## config.mk

```make
export PLATFORM = sky130hd
export DESIGN_NAME = ball_motion_ctrl
export DESIGN_NICKNAME = d
export VERILOG_FILES = /design/src/rtl/vga_pkg.sv /design/src/rtl/ball_axis_step.sv /design/src/rtl/ball_motion_ctrl.sv
export SDC_FILE = /design/constraint.sdc
export NUM_CORES = 1
export LEC_CHECK = 0
export ABC_AREA = 1
export ABC_CLOCK_PERIOD_IN_PS = 1800
export BUFFER_PORTS_ARGS = -buffer_cell sky130_fd_sc_hd__clkbuf_2
export CAP_MARGIN = 20
export CELL_PAD_IN_SITES_DETAIL_PLACEMENT = 0
export CELL_PAD_IN_SITES_GLOBAL_PLACEMENT = 2
export CORE_MARGIN = 4
export CORE_UTILIZATION = 29
export DETAILED_ROUTE_END_ITERATION = 7
export GPL_TIMING_DRIVEN = 0
export HOLD_SLACK_MARGIN = 0.08
export PLACE_DENSITY = 0.87
export SLEW_MARGIN = 20
export SYNTH_ARGS = -nofsm -noshare
export SYNTH_HDL_FRONTEND = slang
export SYNTH_SLANG_ARGS = --single-unit
```

## constraint.sdc

```tcl
create_clock -name clk -period 1.8 [get_ports clk]
set_clock_uncertainty 0.15 [all_clocks]
set_input_delay 0.45 -clock clk [delete_from_list [all_inputs] [get_ports clk]]
set_output_delay 0.45 -clock clk [all_outputs]
set_load 0.03 [all_outputs]
```

## src/rtl/vga_pkg.sv

```systemverilog
// Shared VGA ball definitions: screen geometry defaults, the motion FSM state type
// and the RGB444 ball palette.
package vga_pkg;

  localparam int H_ACTIVE  = 640;
  localparam int V_ACTIVE  = 480;
  localparam int BALL_SIZE = 8;

  typedef enum logic [1:0] {
    IDLE   = 2'd0,
    STEP_H = 2'd1,
    STEP_V = 2'd2,
    COMMIT = 2'd3
  } state_t;

  // Entry 0 is the reset colour (white); the others are cycled through on bounces.
  localparam logic [11:0] PALETTE [8] = '{
    12'hFFF, 12'hF00, 12'h0F0, 12'h00F,
    12'hFF0, 12'h0FF, 12'hF0F, 12'hF80
  };

endpackage

```

## src/rtl/ball_axis_step.sv

```systemverilog
// One-axis position step with edge reflection. This block is purely combinational.
// Arithmetic is done one bit wider than the position, so pos + STEP cannot wrap.
module ball_axis_step #(
  parameter int W    = 10,
  parameter int MAX  = 632,
  parameter int STEP = 1
) (
  input  logic [W-1:0] pos,
  input  logic         dir,
  output logic [W-1:0] next_pos,
  output logic         next_dir,
  output logic         hit
);

  logic [W:0] pos_ext;
  logic [W:0] step_ext;
  logic [W:0] max_ext;
  logic [W:0] sum;
  logic [W:0] diff;

  assign pos_ext  = {1'b0, pos};
  assign step_ext = (W+1)'(STEP);
  assign max_ext  = (W+1)'(MAX);
  assign sum      = pos_ext + step_ext;
  assign diff     = pos_ext - step_ext;

  always_comb begin
    // NOTE: every output gets a default before the branches, so no path can infer a latch.
    next_pos = pos;
    next_dir = dir;
    hit      = 1'b0;
    if (dir) begin
      if (sum > max_ext) begin
        next_pos = W'(MAX);
        next_dir = 1'b0;
        hit      = 1'b1;
      end else begin
        next_pos = sum[W-1:0];
      end
    end else begin
      if (pos_ext < step_ext) begin
        next_pos = '0;
        next_dir = 1'b1;
        hit      = 1'b1;
      end else begin
        next_pos = diff[W-1:0];
      end
    end
  end

endmodule

```

## src/rtl/ball_motion_ctrl.sv

```systemverilog
// Frame-rate ball motion scheduler: IDLE -> STEP_H -> STEP_V -> COMMIT. Both coordinates
// land in one cycle. Define BALL_COLOUR_EN to make the ball cycle through the palette on each bounce.
module ball_motion_ctrl #(
  parameter int H_ACTIVE  = vga_pkg::H_ACTIVE,
  parameter int V_ACTIVE  = vga_pkg::V_ACTIVE,
  parameter int BALL_SIZE = vga_pkg::BALL_SIZE,
  parameter int STEP_H    = 1,
  parameter int STEP_V    = 1,
  parameter int H_W       = 10,
  parameter int V_W       = 10,
  parameter int INIT_H    = 320,
  parameter int INIT_V    = 240
) (
  input  logic           clk,
  input  logic           rst,
  input  logic           frame_tick,
  input  logic           pause,
  output logic [H_W-1:0] ball_h,
  output logic [V_W-1:0] ball_v,
  output logic           dir_h,
  output logic           dir_v,
  output logic           bounce,
  output logic           update_done,
  output logic           overrun,
  output logic [11:0]    ball_colour
);

  localparam int MAX_H = H_ACTIVE - BALL_SIZE;
  localparam int MAX_V = V_ACTIVE - BALL_SIZE;

  vga_pkg::state_t state_q;

  logic [H_W-1:0] ball_h_q, shadow_h_q, h_pos_d;
  logic [V_W-1:0] ball_v_q, shadow_v_q, v_pos_d;
  logic           dir_h_q, dir_v_q, shadow_dir_h_q, shadow_dir_v_q;
  logic           hit_h_q, hit_v_q, h_dir_d, v_dir_d, h_hit_d, v_hit_d;
  logic           bounce_q, update_done_q, overrun_q;

  ball_axis_step #(.W(H_W), .MAX(MAX_H), .STEP(STEP_H)) u_step_h (
    .pos      (ball_h_q),
    .dir      (dir_h_q),
    .next_pos (h_pos_d),
    .next_dir (h_dir_d),
    .hit      (h_hit_d)
  );

  ball_axis_step #(.W(V_W), .MAX(MAX_V), .STEP(STEP_V)) u_step_v (
    .pos      (ball_v_q),
    .dir      (dir_v_q),
    .next_pos (v_pos_d),
    .next_dir (v_dir_d),
    .hit      (v_hit_d)
  );

`ifdef BALL_COLOUR_EN
  logic [2:0]  colour_idx_q;
  logic [2:0]  colour_idx_d;
  logic [11:0] colour_q;

  assign colour_idx_d = colour_idx_q + 3'd1;
  assign ball_colour  = colour_q;

  always_ff @(posedge clk) begin
    if (rst) begin
      colour_idx_q <= 3'd0;
      colour_q     <= vga_pkg::PALETTE[0];
    end else if (state_q == vga_pkg::COMMIT && (hit_h_q || hit_v_q)) begin
      colour_idx_q <= colour_idx_d;
      colour_q     <= vga_pkg::PALETTE[colour_idx_d];
    end
  end
`else
  assign ball_colour = 12'hFFF;
`endif

  always_ff @(posedge clk) begin
    // NOTE: all state is updated with non-blocking assignments, so every branch reads pre-edge values.
    if (rst) begin
      state_q        <= vga_pkg::IDLE;
      ball_h_q       <= H_W'(INIT_H);
      ball_v_q       <= V_W'(INIT_V);
      dir_h_q        <= 1'b1;
      dir_v_q        <= 1'b1;
      // NOTE: the shadow registers are reset too. A reset mid-update then leaves no stale half-step behind.
      shadow_h_q     <= '0;
      shadow_v_q     <= '0;
      shadow_dir_h_q <= 1'b1;
      shadow_dir_v_q <= 1'b1;
      hit_h_q        <= 1'b0;
      hit_v_q        <= 1'b0;
      bounce_q       <= 1'b0;
      update_done_q  <= 1'b0;
      overrun_q      <= 1'b0;
    end else begin
      bounce_q      <= 1'b0;
      update_done_q <= 1'b0;
      overrun_q     <= frame_tick && (state_q != vga_pkg::IDLE);
      case (state_q)
        vga_pkg::IDLE: begin
          if (frame_tick && !pause) state_q <= vga_pkg::STEP_H;
        end
        vga_pkg::STEP_H: begin
          shadow_h_q     <= h_pos_d;
          shadow_dir_h_q <= h_dir_d;
          hit_h_q        <= h_hit_d;
          state_q        <= vga_pkg::STEP_V;
        end
        vga_pkg::STEP_V: begin
          shadow_v_q     <= v_pos_d;
          shadow_dir_v_q <= v_dir_d;
          hit_v_q        <= v_hit_d;
          state_q        <= vga_pkg::COMMIT;
        end
        vga_pkg::COMMIT: begin
          ball_h_q      <= shadow_h_q;
          ball_v_q      <= shadow_v_q;
          dir_h_q       <= shadow_dir_h_q;
          dir_v_q       <= shadow_dir_v_q;
          update_done_q <= 1'b1;
          bounce_q      <= hit_h_q || hit_v_q;
          state_q       <= vga_pkg::IDLE;
        end
        default: state_q <= vga_pkg::IDLE;
      endcase
    end
  end

  assign ball_h      = ball_h_q;
  assign ball_v      = ball_v_q;
  assign dir_h       = dir_h_q;
  assign dir_v       = dir_v_q;
  assign bounce      = bounce_q;
  assign update_done = update_done_q;
  assign overrun     = overrun_q;

endmodule

```

Word level (Yosys, flattened, before mapping)

Index checks and enable logic that the tools add are counted.
Widths: inputs -> output; s select.

$add $sub $neg: 4
$lt $le $gt $ge: 4
Equality and inequality tests: 4
Multiplexer cells: 19
Bitwise logic cells: 1
Reductions and logical operators: 7

Operator list:

| kind                  | number |
|---|---|
| $mux 10               | 6 |
| $add 10x1->11 const B | 2 |
| $lt 10x1->1 const B   | 2 |
| $sub 10x1->10 const B | 2 |
| $gt 11x10->1 const B  | 1 |
| $gt 11x9->1 const B   | 1 |
| $mux 1                | 11 |
| $pmux 2 s4            | 1 |
| $eq 2x2->1 const B    | 2 |
| $eq 2x1->1 const B    | 1 |
| $logic_and 1x1->1     | 2 |
| $logic_not 2->1       | 1 |
| $mux 2                | 1 |
| $ne 2x2->1 const B    | 1 |
| $reduce_bool 2->1     | 1 |
| $reduce_or 2->1       | 1 |
| $logic_not 1->1       | 1 |
| $logic_or 1x1->1      | 1 |
| $not 1->1             | 1 |

Register bits: 51
Input port bits: 4
Output and inout port bits: 37
Logic and storage cells: 53

Logic depth before layout (Yosys ltp)

Word-level depth: 4
Gate-level depth with buffers: 15
Mapped depth without buffers: 15

By module

A second synthesis with hierarchy kept.

Cells, all modules: 533
Area, all modules: 3399.5 um^2

Modules (own cells, without submodules):

| module                    | times used | cells an instance | area an instance (um^2) | sequential area each (um^2) |
|---|---|---|---|---|
| ball_motion_ctrl          | 1          | 245               | 2003.2                  | 1021.0 |
| ball_axis_step (u_step_v) | 1          | 161               | 789.5                   | 0.0 |
| ball_axis_step (u_step_h) | 1          | 127               | 606.8                   | 0.0 |

Worst setup path after synthesis

No wires, ideal clock.

Path kind: reg-to-reg
Start point: register ball_v_q[1], in the netlist ball_v[1]
End point: register hit_v_q
Library setup time: 0.116 ns
Data arrival time: 1.877 ns
Required time: 1.534 ns
Setup slack: -0.343 ns
Stages on the path, launching flop included: 13
Buffers on the path: 0
Period minus slack after synthesis: 2.143 ns
Path through: dfxtp_1 -> ha_1 -> nand2_2 -> nor2_8 -> nand3_1 -> o21ai_2 -> nand2_1 -> nor2_1 -> nand3_1 -> nand3_1 -> nand3_1 -> o211ai_1 -> inv_1

Longest elaborated chain between the ends: 4
Elaborated cells on any way between the ends: 6
Those cells by class: add/sub (1); order compare (2); mux (3)

Ends and longest elaborated chain:

| what                   | line                    | RTL |
|---|---|---|
| from (decl)            | ball_motion_ctrl.sv:34  | `logic [V_W-1:0] ball_v_q, shadow_v_q, v_pos_d;` |
| from (signal assigned) | ball_motion_ctrl.sv:81  | `ball_v_q <= V_W'(INIT_V);` |
| from (signal assigned) | ball_motion_ctrl.sv:116 | `ball_v_q <= shadow_v_q;` |
| $add 10x1->11          | ball_axis_step.sv:24    | `assign sum = pos_ext + step_ext;` |
| $gt 11x9->1            | ball_axis_step.sv:33    | `if (sum > max_ext) begin` |
| $mux 1                 | ball_axis_step.sv:33    |  |
| $mux 1 (*)             | ball_axis_step.sv:32    | `if (dir) begin` |
| to (signal assigned)   | ball_motion_ctrl.sv:111 | `hit_v_q <= v_hit_d;` |
| to (decl)              | ball_motion_ctrl.sv:36  | `logic hit_h_q, hit_v_q, h_dir_d, v_dir_d, h_hit_d, v_hit_d;` |

Every way passes the cells marked *; elsewhere a longest branch is shown, timed or not.
A chain may end at the register's enable or synchronous reset.

Worst setup path after layout

Start point: register ball_v_q[7], in the netlist ball_v[7]
End point: register shadow_v_q[5]

Longest elaborated chain between the ends: 4
Elaborated cells on any way between the ends: 6
Those cells by class: add/sub (1); order compare (2); mux (3)

Ends and longest elaborated chain:

| what                 | line                    | RTL |
|---|---|---|
| $add 10x1->11        | ball_axis_step.sv:24    |  |
| $gt 11x9->1          | ball_axis_step.sv:33    |  |
| $mux 10              | ball_axis_step.sv:33    |  |
| $mux 10 (*)          | ball_axis_step.sv:32    |  |
| to (signal assigned) | ball_motion_ctrl.sv:109 | `shadow_v_q <= v_pos_d;` |
| to (decl)            | ball_motion_ctrl.sv:34  |  |

Marks and branches as above.

==> metrics.md <==
| Metric | Value |
|---|---|
| Status | `finished, violations left` |
| Failing checks | `negative setup slack` |
| Max-slew violation count | `0` |
| Detailed Route Iter0 Violations | `236` |
| P per Cell Area | `1140 nW/um^2` |
| Antenna cell count | `0` |
| Tcrit/Tclk final | `113%` |
| CTS H-tree lvls | `2` |
| Number of flops mapped to enable cells by yosys | `0` |
| Die ar. | `12800 um^2` |
| Crit-path max FO | `9` |
| Post-Synth XOR/XNOR Area | `2.18%` |
| Hold Fails Final Rpt | `0` |
| Fmax | `493 MHz` |
| Drt drc | `0` |
| Area of the mapped netlist | `3220 um^2` |
| Vias | `3453` |
| WP data required | `1.89 ns` |
| Worst-Skew Late Latency | `0.30 ns` |
| CTS max path bufs | `2` |
| Router iterations before antenna repair | `5` |
| Fill cells | `1154` |
| Post-synthesis adder-cell area fraction | `3.11%` |
| # IOs | `41` |
| Nature of the critical path endpoint | `flop` |
| Synth warn | `0` |
| Placed wire-length estimate | `7.31 mm` |
| Chip width | `113 um` |
| Core area | `10800 um^2` |
| First-pass GRT wire length | `16.5 mm` |
| Nets | `580` |
| Initial core utilization | `29.7%` |
| Final min period | `2.03 ns` |
| Seq/Total Area, Yosys | `31.8%` |
| Synth Area per Inst | `6.56 um^2` |
| Synth Area in Simple Gates | `30.5%` |
| Leading area contributor after synthesis | `dfxtp_1` |
| Pre-CTS setup slack | `-0.392 ns` |
| Vias in the first global route | `3177` |
| CTS Buf Count | `5` |
| # setup viols final | `23` |
| Number of placement rows | `38` |
| Placed cell count | `669` |
| Largest net degree at the start of global routing | `16` |
| Post-synthesis mux area share | `0%` |
| Initial antenna violation count | `0` |
| Layout area overhead | `39.1%` |
| Final wirelength | `10.5 mm` |
| Worst-Margin Slew | `0.696 ns` |
| Antenna viol nets, final | `0` |
| Crit start category | `flop` |
| Worst slew margin | `53.6%` |
| Final Instance Count excl. Fillers | `709` |
| Largest family of logic cells by synthesized area | `simple AND/OR/NAND/NOR gates` |
| Delay-heaviest family, CP | `simple AND/OR/NAND/NOR gates` |
| Ys async rst share | `0%` |
| Tightest Hold Check Type | `input port to flop` |
| Post-DR wirelength/cell | `14.8 um` |
| IO buf count | `28` |
| Grt total ovfl | `0` |
| Arrival time worst endpoint | `2.12 ns` |
| Root buffer cell | `clkbuf_8` |
| Clock transition at the registers of the reported paths | `0.10 ns` |
| TritonCTS clock tree | `yes` |
| CP max-delay cell | `dfxtp_2` |
| Synth Flop Type | `dfxtp_1` |
| FF+latch count, synth | `51` |
| Critical path buffers and inverters | `2` |
| Cells after Synth | `490` |
| Synth top area share | `31.8%` |
| Synth top area cells | `dfxtp_1 (32%), nand2_1 (12%), a21oi_1 (8.7%)` |
| Setup WS post-layout | `-0.229 ns` |
| Total GRT Usage | `15.9%` |
| Layout cells sized above 1 | `38.0%` |
| Crit path cell chain | `buf_4 > inv_2 > nor3_4 > nand2_1 > nand2_2 > nand2_2 > nor2_2 > nand3_2 > a21oi_4 > nand3_2 > a21oi_2` |
| Unique masters post-synth | `35` |
| Clock Sinks | `51` |
| Die Ht | `113 um` |
| RSZ-0062 raised after global routing | `true` |
| Compound-Gate Fraction of Synth Area | `19.5%` |
| WS Path Type | `flop to flop` |
| Post-DR vias/cell | `4.87` |
| P_leak | `1.98 nW` |
| Gpl congestion | `0.887` |
| Worst VDD drop | `0.403 mV` |
| Max Cap Violations | `0` |
| Setup_tns | `-3.36 ns` |
| Crit path largest cell delay | `0.34 ns` |
-- cells in the mapped netlist (2+ instances only) --
library cell  number
nand2_1          100
inv_1             60
a21oi_1           56
dfxtp_1           51
o21ai_0           47
nand3_1           41
nor2_1            36
buf_4             17
clkbuf_1          13
nor3_1             9
ha_1               8
nand4_1            8
xor2_1             6
nand2_2            5
a21oi_2            4
nand3b_1           4
a31oi_1            2
buf_2              2
nand3_2            2
o211ai_1           2
o21ai_2            2
xnor2_1            2
-- flip-flops by register name, indices dropped and copies added, names as in the netlist, 2 cells and up --
signal      count
ball_h         10
ball_v         10
shadow_h_q     10
shadow_v_q     10
state_q         2
-- report_power, final --
part / switching (mW) / internal, mW
registers: 0.274 / 1.44
clock network: 0.397 / 0.316
logic: 1.71 / 0.964
-- cell type report --
class / instances / area, um^2 / share of cell area, %
clock inverters: 1 / 8.76 / 0.196
flip-flops and latches: 51 / 1060 / 23.7
plain buffers: 28 / 184 / 4.11
multi-input cells: 358 / 2300 / 51.4
well taps: 140 / 175 / 3.92
clock buffers: 7 / 86.3 / 1.93
inverters: 60 / 234 / 5.23
repair buffers: 64 / 422 / 9.43
-- through the flow --
step | util, % | hold WS (ns) | cell area (um^2) | power, mW
2_1_floorplan | - | 0.279 | 3330 | 3.22
3_3_place_gp | 33.6 | 0.297 | 3650 | 3.77
3_5_place_dp | 33.6 | 0.303 | 3650 | 3.80
4_1_cts | 36.8 | 0.198 | 3990 | 4.68
5_1_grt | 41.3 | 0.234 | 4470 | 5.51
6_report | 41.3 | 0.201 | 4470 | 5.10
-- layer usage --
metal	vias to the layer above	global-route usage (%)	wire [um]
met5	-	0	0
met2	90	25.1	4820
li1	1738	-	-
met1	1617	23.4	5080
met4	0	2.56	73
met3	8	1.98	513
-- repair_timing --
item / CTS / global route
pin swaps: 18 / 39
buffers inserted: 17 / 19
hold buffers: 0 / 0
endpoints found under the setup margin: 46 / 31
resized for setup: 42 / 87
-- cells in the final DEF, fill, tap and decap left out, drive strengths merged --
| master | Yosys | layout |
|---|---|---|
| nand2 | 106 | 106 |
| buf | 19 | 54 |
| inv | 60 | 59 |
| o211ai | 2 | 2 |
| xnor2 | 2 | 2 |
| nand3 | 44 | 44 |
| a21oi | 60 | 60 |
| clkinvlp | 0 | 1 |
| o21ai | 50 | 50 |
| nand3b | 4 | 4 |
| or2 | 1 | 1 |
| nor3 | 10 | 10 |
| ha | 8 | 8 |
| dfxtp | 51 | 51 |
| a31oi | 2 | 2 |
| conb | 1 | 12 |
| clkinv | 0 | 1 |
| xor2 | 6 | 6 |
| and3 | 1 | 1 |
| o21bai | 1 | 1 |
| nand4 | 8 | 8 |
| o21a | 1 | 1 |
| nor2 | 39 | 39 |
| clkbuf | 13 | 45 |
| o221ai | 1 | 1 |
-- path summary, 6_finish.rpt --
check | endpoint | cells past startpoint | slack, ns | startpoint
worst max-delay path | shadow_v_q[5]$_SDFFE_PP0P_ | 11 | -0.23 | ball_v[7]$_SDFFE_PP1P_
worst min-delay path | overrun$_SDFF_PP0_ | 3 | 0.20 | frame_tick
worst max register to register | shadow_v_q[5]$_SDFFE_PP0P_ | 11 | -0.23 | ball_v[7]$_SDFFE_PP1P_
worst min register to register | ball_h[9]$_SDFFE_PP0P_ | 2 | 0.32 | shadow_h_q[9]$_SDFFE_PP0N_
-- tightest hold or removal path, delay by kind of cell --
family | cells | cell delay (ns)
and+or+nand+nor | 1 | 0.04
buffers and inverters | 2 | 0.13
-- kinds of logic after synthesis --
family                   after synthesis
AO/OA/AOI/OAI                        117
other                                  1
buffers and inverters                 92
XOR/XNOR                               8
AND/OR/NAND/NOR                      213
adder cells (fa/ha/maj)                8
flip-flops                            51
Power figures use the tool's default switching activity.
